File: config.mk
export PLATFORM = sky130hd
export DESIGN_NAME = spike_scheduler
export DESIGN_NICKNAME = d
export VERILOG_FILES = /design/src/rtl/spike_sched_pkg.sv /design/src/rtl/spike_scheduler_rr_arbiter.sv /design/src/rtl/spike_scheduler.sv
export SDC_FILE = /design/constraint.sdc
export NUM_CORES = 1
export LEC_CHECK = 0
export ABC_CLOCK_PERIOD_IN_PS = 3900
export BUFFER_PORTS_ARGS = -buffer_cell sky130_fd_sc_hd__buf_2
export CORE_MARGIN = 3
export CORE_UTILIZATION = 53
export CTS_CLUSTER_DIAMETER = 60
export DETAILED_ROUTE_END_ITERATION = 8
export GPL_TIMING_DRIVEN = 0
export PLACE_DENSITY = 0.87
export SLEW_MARGIN = 20
export SYNTH_ARGS = -nofsm -noshare
export SYNTH_HDL_FRONTEND = slang
export SYNTH_SLANG_ARGS = --single-unit
export TNS_END_PERCENT = 100
File: constraint.sdc
create_clock -name clk -period 3.9 [get_ports clk]
set_clock_uncertainty 0.1 [all_clocks]
set_input_delay 0 -clock clk [delete_from_list [all_inputs] [get_ports clk]]
set_output_delay 0 -clock clk [all_outputs]
set_load 0.01 [all_outputs]
File: src/rtl/spike_sched_pkg.sv
// Shared types and constants for the spike scheduler and its arbiter.
package spike_sched_pkg;

   typedef enum logic [1:0] {
      ST_IDLE    = 2'd0,
      ST_DELAY   = 2'd1,
      ST_FIRE    = 2'd2,
      ST_REFRACT = 2'd3
   } state_t;

   localparam state_t RST_STATE = ST_IDLE;
   localparam logic   RST_SPIKE = 1'b0;

   // Source-index width; a single input still needs one bit.
   function automatic int unsigned src_w(input int unsigned n);
      return (n < 32'd2) ? 32'd1 : $clog2(n);
   endfunction

endpackage

File: src/rtl/spike_scheduler_rr_arbiter.sv
// Combinational round-robin search: first set request after last_grant, wrapping.
module rr_arbiter
   import spike_sched_pkg::*;
#(
   parameter  int unsigned N_IN  = 4,
   localparam int unsigned SRC_W = src_w(N_IN)
) (
   input  logic [N_IN-1:0]  req,
   input  logic [SRC_W-1:0] last_grant,
   output logic             grant_valid,
   output logic [SRC_W-1:0] grant_idx
);

   logic [N_IN-1:0] rot;

   // rot[j] is the request that sits j+1 places after last_grant.
   always_comb begin
      rot         = N_IN'({req, req} >> (int'(last_grant) + 1));
      grant_valid = 1'b0;
      grant_idx   = '0;
      for (int j = int'(N_IN) - 1; j >= 0; j--) begin
         if (rot[j]) begin
            grant_valid = 1'b1;
            grant_idx   = SRC_W'((int'(last_grant) + 1 + j) % int'(N_IN));
         end
      end
   end

endmodule

File: src/rtl/spike_scheduler.sv
// Shares one programmable-delay synapse channel among N_IN presynaptic inputs:
// edge-latched requests, round-robin grant, delay, one-cycle pulse, refractory gap.
module spike_scheduler
   import spike_sched_pkg::*;
#(
   parameter  int unsigned N_IN    = 4,
   parameter  int unsigned DLY_W   = 2,
   parameter  int unsigned REFRACT = 1,
   parameter  int unsigned CNT_W   = 8,
   localparam int unsigned SRC_W   = src_w(N_IN)
) (
   input  logic             clk,
   input  logic             reset,
   input  logic [N_IN-1:0]  spike_in,
   input  logic [DLY_W-1:0] delay_cfg,
   input  logic             en,
   input  logic             clr_drop,
   output logic             spike_out,
   output logic [SRC_W-1:0] spike_src,
   output logic             busy,
   output logic [N_IN-1:0]  pending,
   output logic [CNT_W-1:0] drop_cnt
);

   localparam int unsigned REF_W   = (REFRACT < 2) ? 1 : $clog2(REFRACT);
   localparam int unsigned TMR_W   = (DLY_W > REF_W) ? DLY_W : REF_W;
   localparam int unsigned NDROP_W = SRC_W + 1;
   localparam int unsigned SUM_W   = CNT_W + 1;
   localparam logic [TMR_W-1:0] REF_LOAD = TMR_W'((REFRACT == 0) ? 0 : REFRACT - 1);
   localparam logic [SRC_W-1:0] RST_LAST = SRC_W'(N_IN - 1);

   state_t             state, state_next;
   logic [TMR_W-1:0]   tmr, tmr_next;
   logic [N_IN-1:0]    spike_q, rise, grant_vec, drop_vec, pending_next;
   logic [SRC_W-1:0]   last_grant, grant_idx;
   logic               grant_valid, take, spike_next, busy_next;
   logic [NDROP_W-1:0] ndrop;
   logic [SUM_W-1:0]   drop_sum;
   logic [CNT_W-1:0]   drop_next;

   rr_arbiter #(.N_IN(N_IN)) u_arb (
      .req         (pending),
      .last_grant  (last_grant),
      .grant_valid (grant_valid),
      .grant_idx   (grant_idx)
   );

   // Request bookkeeping: a granted source that re-spikes keeps its new request.
   always_comb begin
      take         = (state == ST_IDLE) && en && grant_valid;
      grant_vec    = take ? (N_IN'(1) << grant_idx) : '0;
      rise         = spike_in & ~spike_q;
      drop_vec     = rise & pending & ~grant_vec;
      pending_next = (pending & ~grant_vec) | rise;
      ndrop        = '0;
      for (int i = 0; i < int'(N_IN); i++) begin
         ndrop = ndrop + NDROP_W'(drop_vec[i]);
      end
      drop_sum = SUM_W'(drop_cnt) + SUM_W'(ndrop);
      if (clr_drop) begin
         drop_next = '0;
      end else if (drop_sum[CNT_W]) begin
         drop_next = '1;
      end else begin
         drop_next = drop_sum[CNT_W-1:0];
      end
   end

   always_ff @(posedge clk or negedge reset) begin
      if (!reset) begin
         state <= RST_STATE;
      end else begin
         state <= state_next;
      end
   end

   always_comb begin
      state_next = state;
      case (state)
         ST_IDLE:    if (take) state_next = ST_DELAY;
         ST_DELAY:   if (tmr == '0) state_next = ST_FIRE;
         ST_FIRE:    state_next = (REFRACT == 0) ? ST_IDLE : ST_REFRACT;
         ST_REFRACT: if (tmr == '0) state_next = ST_IDLE;
         default:    state_next = ST_IDLE;
      endcase
   end

   // Timer reload/countdown and the registered-output next values.
   always_comb begin
      tmr_next   = tmr;
      spike_next = (state_next == ST_FIRE);
      busy_next  = (state_next != ST_IDLE);
      case (state)
         ST_IDLE:    if (take) tmr_next = TMR_W'(delay_cfg);
         ST_DELAY:   if (tmr != '0) tmr_next = tmr - TMR_W'(1);
         ST_FIRE:    tmr_next = REF_LOAD;
         ST_REFRACT: if (tmr != '0) tmr_next = tmr - TMR_W'(1);
         default:    tmr_next = '0;
      endcase
   end

   always_ff @(posedge clk or negedge reset) begin
      if (!reset) begin
         tmr        <= '0;
         spike_q    <= '0;
         pending    <= '0;
         drop_cnt   <= '0;
         last_grant <= RST_LAST;
         spike_src  <= '0;
         spike_out  <= RST_SPIKE;
         busy       <= 1'b0;
      end else begin
         tmr       <= tmr_next;
         spike_q   <= spike_in;
         pending   <= pending_next;
         drop_cnt  <= drop_next;
         spike_out <= spike_next;
         busy      <= busy_next;
         if (take) begin
            last_grant <= grant_idx;
            spike_src  <= grant_idx;
         end
      end
   end

endmodule

==> summary.txt <==
Status
  • Status: completed

STA
  • Fmax: 0.267 GHz
  • Worst slew pin tran: 579 ps
  • Final Max Tran Viols: 0
  • Final setup vio count: 0
  • Post-Route Setup TNS: 0 ps
  • Hold Fails Final Rpt: 0
  • Max transition margin: 61.3%
  • Min cycle time layout: 3750 ps
  • Final WS setup: 155 ps
  • Period utilization: 96.0%

Route
  • Via count: 1056
  • DRC: 0
  • Vias per cell: 5.65
  • Drt total wl: 2800 µm
  • Router iterations before antenna repair: 4
  • Wire per inst: 15.0 µm
  • Antenna-violating nets left: 0
  • First DRT Iteration DRCs: 29

Floorplanning
  • Cell Rows: 17
  • Die Area: 3000 µm²
  • Die X: 54.7 µm
  • I/O pin count: 26
  • Initial Util: 56.4%
  • CORE AREA: 2230 µm²
  • Die height: 54.7 µm

Yosys
  • Post-Syn Area: 1260 µm²
  • Syn_area_per_cell: 10.9 µm²
  • EDFF count, synth: 0
  • Ys flop type: dfrtp_1
  • Netlist cell types: 36
  • Seq/Total Area, Yosys: 51.9%
  • Post-synth ARST share: 100%
  • Largest cells by area after synthesis: dfrtp_1 (48%), fa_1 (4.8%), a21oi_1 (4.4%), dfstp_2 (4.2%), inv_1 (3.0%)
  • Mapped Nets: 131
  • Synth Register Bits: 26
  • Cells after synthesis: 116
  • Top-area cell type share of the netlist area: 47.7%
  • Yosys warnings: 0
  • Synth area leader: dfrtp_1

GRT
  • Vias in the first global route: 971
  • GRT overflow: 0
  • Initial antenna violation count: 0
  • Pin count of the biggest net entering global routing: 27
  • Total track usage: 19.1%
  • First-pass GRT wire length: 4080 µm

Clocking
  • Worst-Skew Late Latency: 310 ps
  • Clock Sinks: 26
  • Buffer depth of the longest clock path: 2
  • CTS tree: done
  • H-tree Lvls: 1
  • Clk root buf: clkbuf_4
  • Clock slew at reported path FFs: 130 ps
  • Total CTS buffers: 3

Cells and area
  • # diodes: 0
  • Share of cells above drive strength 1: 30.8%
  • Fill count: 174
  • Nets: 175
  • Seq. cell area: 657 µm²
  • Util after Layout: 72.7%
  • Final instance area: 1620 µm²
  • Area grow syn2layout: 29.0%
  • Area of the multi-input gates: 609 µm²

Min path
  • Hold Crit Class: input pin to asynchronous set/reset pin

Power
  • Cell leakage power: 0.785 nW
  • Worst vdd ir: 0.415 mV
  • Pwr/cell area: 614 nW/µm²
  • Tot Pwr: 997 µW

Placed design
  • GP Congestion: 0.735
  • Placed inst area: 1410 µm²
  • PortBufs: 24
  • DP HPWL: 1850 µm
  • Setup WS pre-CTS: -88.6 ps

Critical path
  • CP Depth: 13
  • Worst-path maximum fanout: 5
  • Kind of critical path: register to register
  • Largest delay contributor family on the critical path: adder cells
  • Worst path required time: 4040 ps
  • CP Cell Sequence: o41ai_4 > buf_4 > nand2b_4 > nor4_4 > nand2b_1 > nand4_1 > fa_1 > fa_1 > inv_2 > fa_2 > and4_4 > nand4_1 > a21oi_1
  • Worst stage delay on the critical path: 510 ps
  • CP arrival: 3880 ps
  • Worst Setup End Kind: register
  • Slowest cell on the critical path: fa_1
  • FF-to-FF path depth: 13
  • Startpoint types: register
  • Worst path buffer plus inverter count: 2

Job
  • Max_cap viols: 0
worst paths after layout:
check / startpoint / endpoint / slack, ps
min in group clk: spike_in[0] / spike_q[0] / 240
worst min-delay path: reset / pending[3] / 100
worst max-delay path: pending[3] / drop_cnt[5] / 150
max in group asynchronous: reset / pending[0] / 3200
worst min register to register: spike_q[0] / pending[0] / 390
worst max register to register: pending[3] / drop_cnt[5] / 150
sequential cells by signal (all words and copies together), names as in the netlist:
| register | count |
|---|---|
| busy | 1 |
| drop_cnt | 8 |
| last_grant | 2 |
| pending | 4 |
| spike_out | 1 |
| spike_q | 4 |
| spike_src | 2 |
| state | 2 |
| tmr | 2 |
placed cells by master (no fill, tap or decap), types with 2 or more instances in the layout:
cell type / instances
nand2_1: 6
xnor2_1: 3
mux2i_1: 2
nor2b_1: 2
a22o_1: 4
dfstp_2: 2
nand4_1: 5
ha_1: 2
xor2_1: 2
nand2b_1: 4
a21o_1: 3
fa_1: 2
a21oi_1: 10
dlygate4sd3_1: 9
buf_4: 6
buf_2: 24
clkbuf_4: 3
nand3_1: 2
inv_1: 9
a31oi_1: 2
dfrtp_2: 3
nor2_1: 9
dfrtp_1: 21
o21ai_0: 2
synth_stat cells (all sizes together) (3+ instances only):
master and n:
inv 10, dfrtp 24, a21oi 11, o21ai 3, a22o 4, nor2 9
a21o 3, nand2 6, nand2b 5, nand4 5, fa 3, xnor2 3
power by group:
part / internal, mW / switching [mW]
Clock: 0.0399 / 0.0737
Combinational: 0.205 / 0.227
Sequential: 0.357 / 0.0935
Total: 0.602 / 0.395
cell type report:
cell class	count	area share (%)
Inverter	10	2.31
Timing Repair Buffer	39	15.7
Buffer	1	0.231
Tap cell	28	2.16
Sequential cell	26	40.4
Clock buffer	4	1.62
Multi-Input combinational cell	79	37.5
cells by family after synthesis:
logic type / Yosys count / share of synthesized area (%)
mux: 3 / 2.49
buf+inv: 11 / 3.28
compound gates: 27 / 14.3
flops: 26 / 51.9
simple gates: 39 / 17.8
fa+ha+maj: 5 / 6.76
xor+xnor: 5 / 3.48
routing by layer:
metal	wire (µm)	part of all wire, %	global-route usage, %	vias up
met5	0	0	0	-
met4	19	0.68	8.30	0
met3	177	6.3	2.72	4
met2	1440	51	32.3	47
met1	1160	41	24.0	508
li1	-	-	-	497
through the flow:
stage / instances / hold slack, ps
after global routing: 187 / 150
after global placement: 168 / -87.2
after CTS: 181 / 101
final: 187 / 103
after detailed placement: 168 / -68.2
after floorplan: 116 / -396
repair_timing:
action / CTS / global route
buffers inserted: 0 / 6
cloned: 0 / 0
pin swaps: 1 / 7
gates resized for setup: 1 / 12
endpoints found under the hold margin: 47 / 0
endpoints found under the setup margin: 5 / 5
hold buffers: 9 / 0
(Power assumes the default switching activity.)
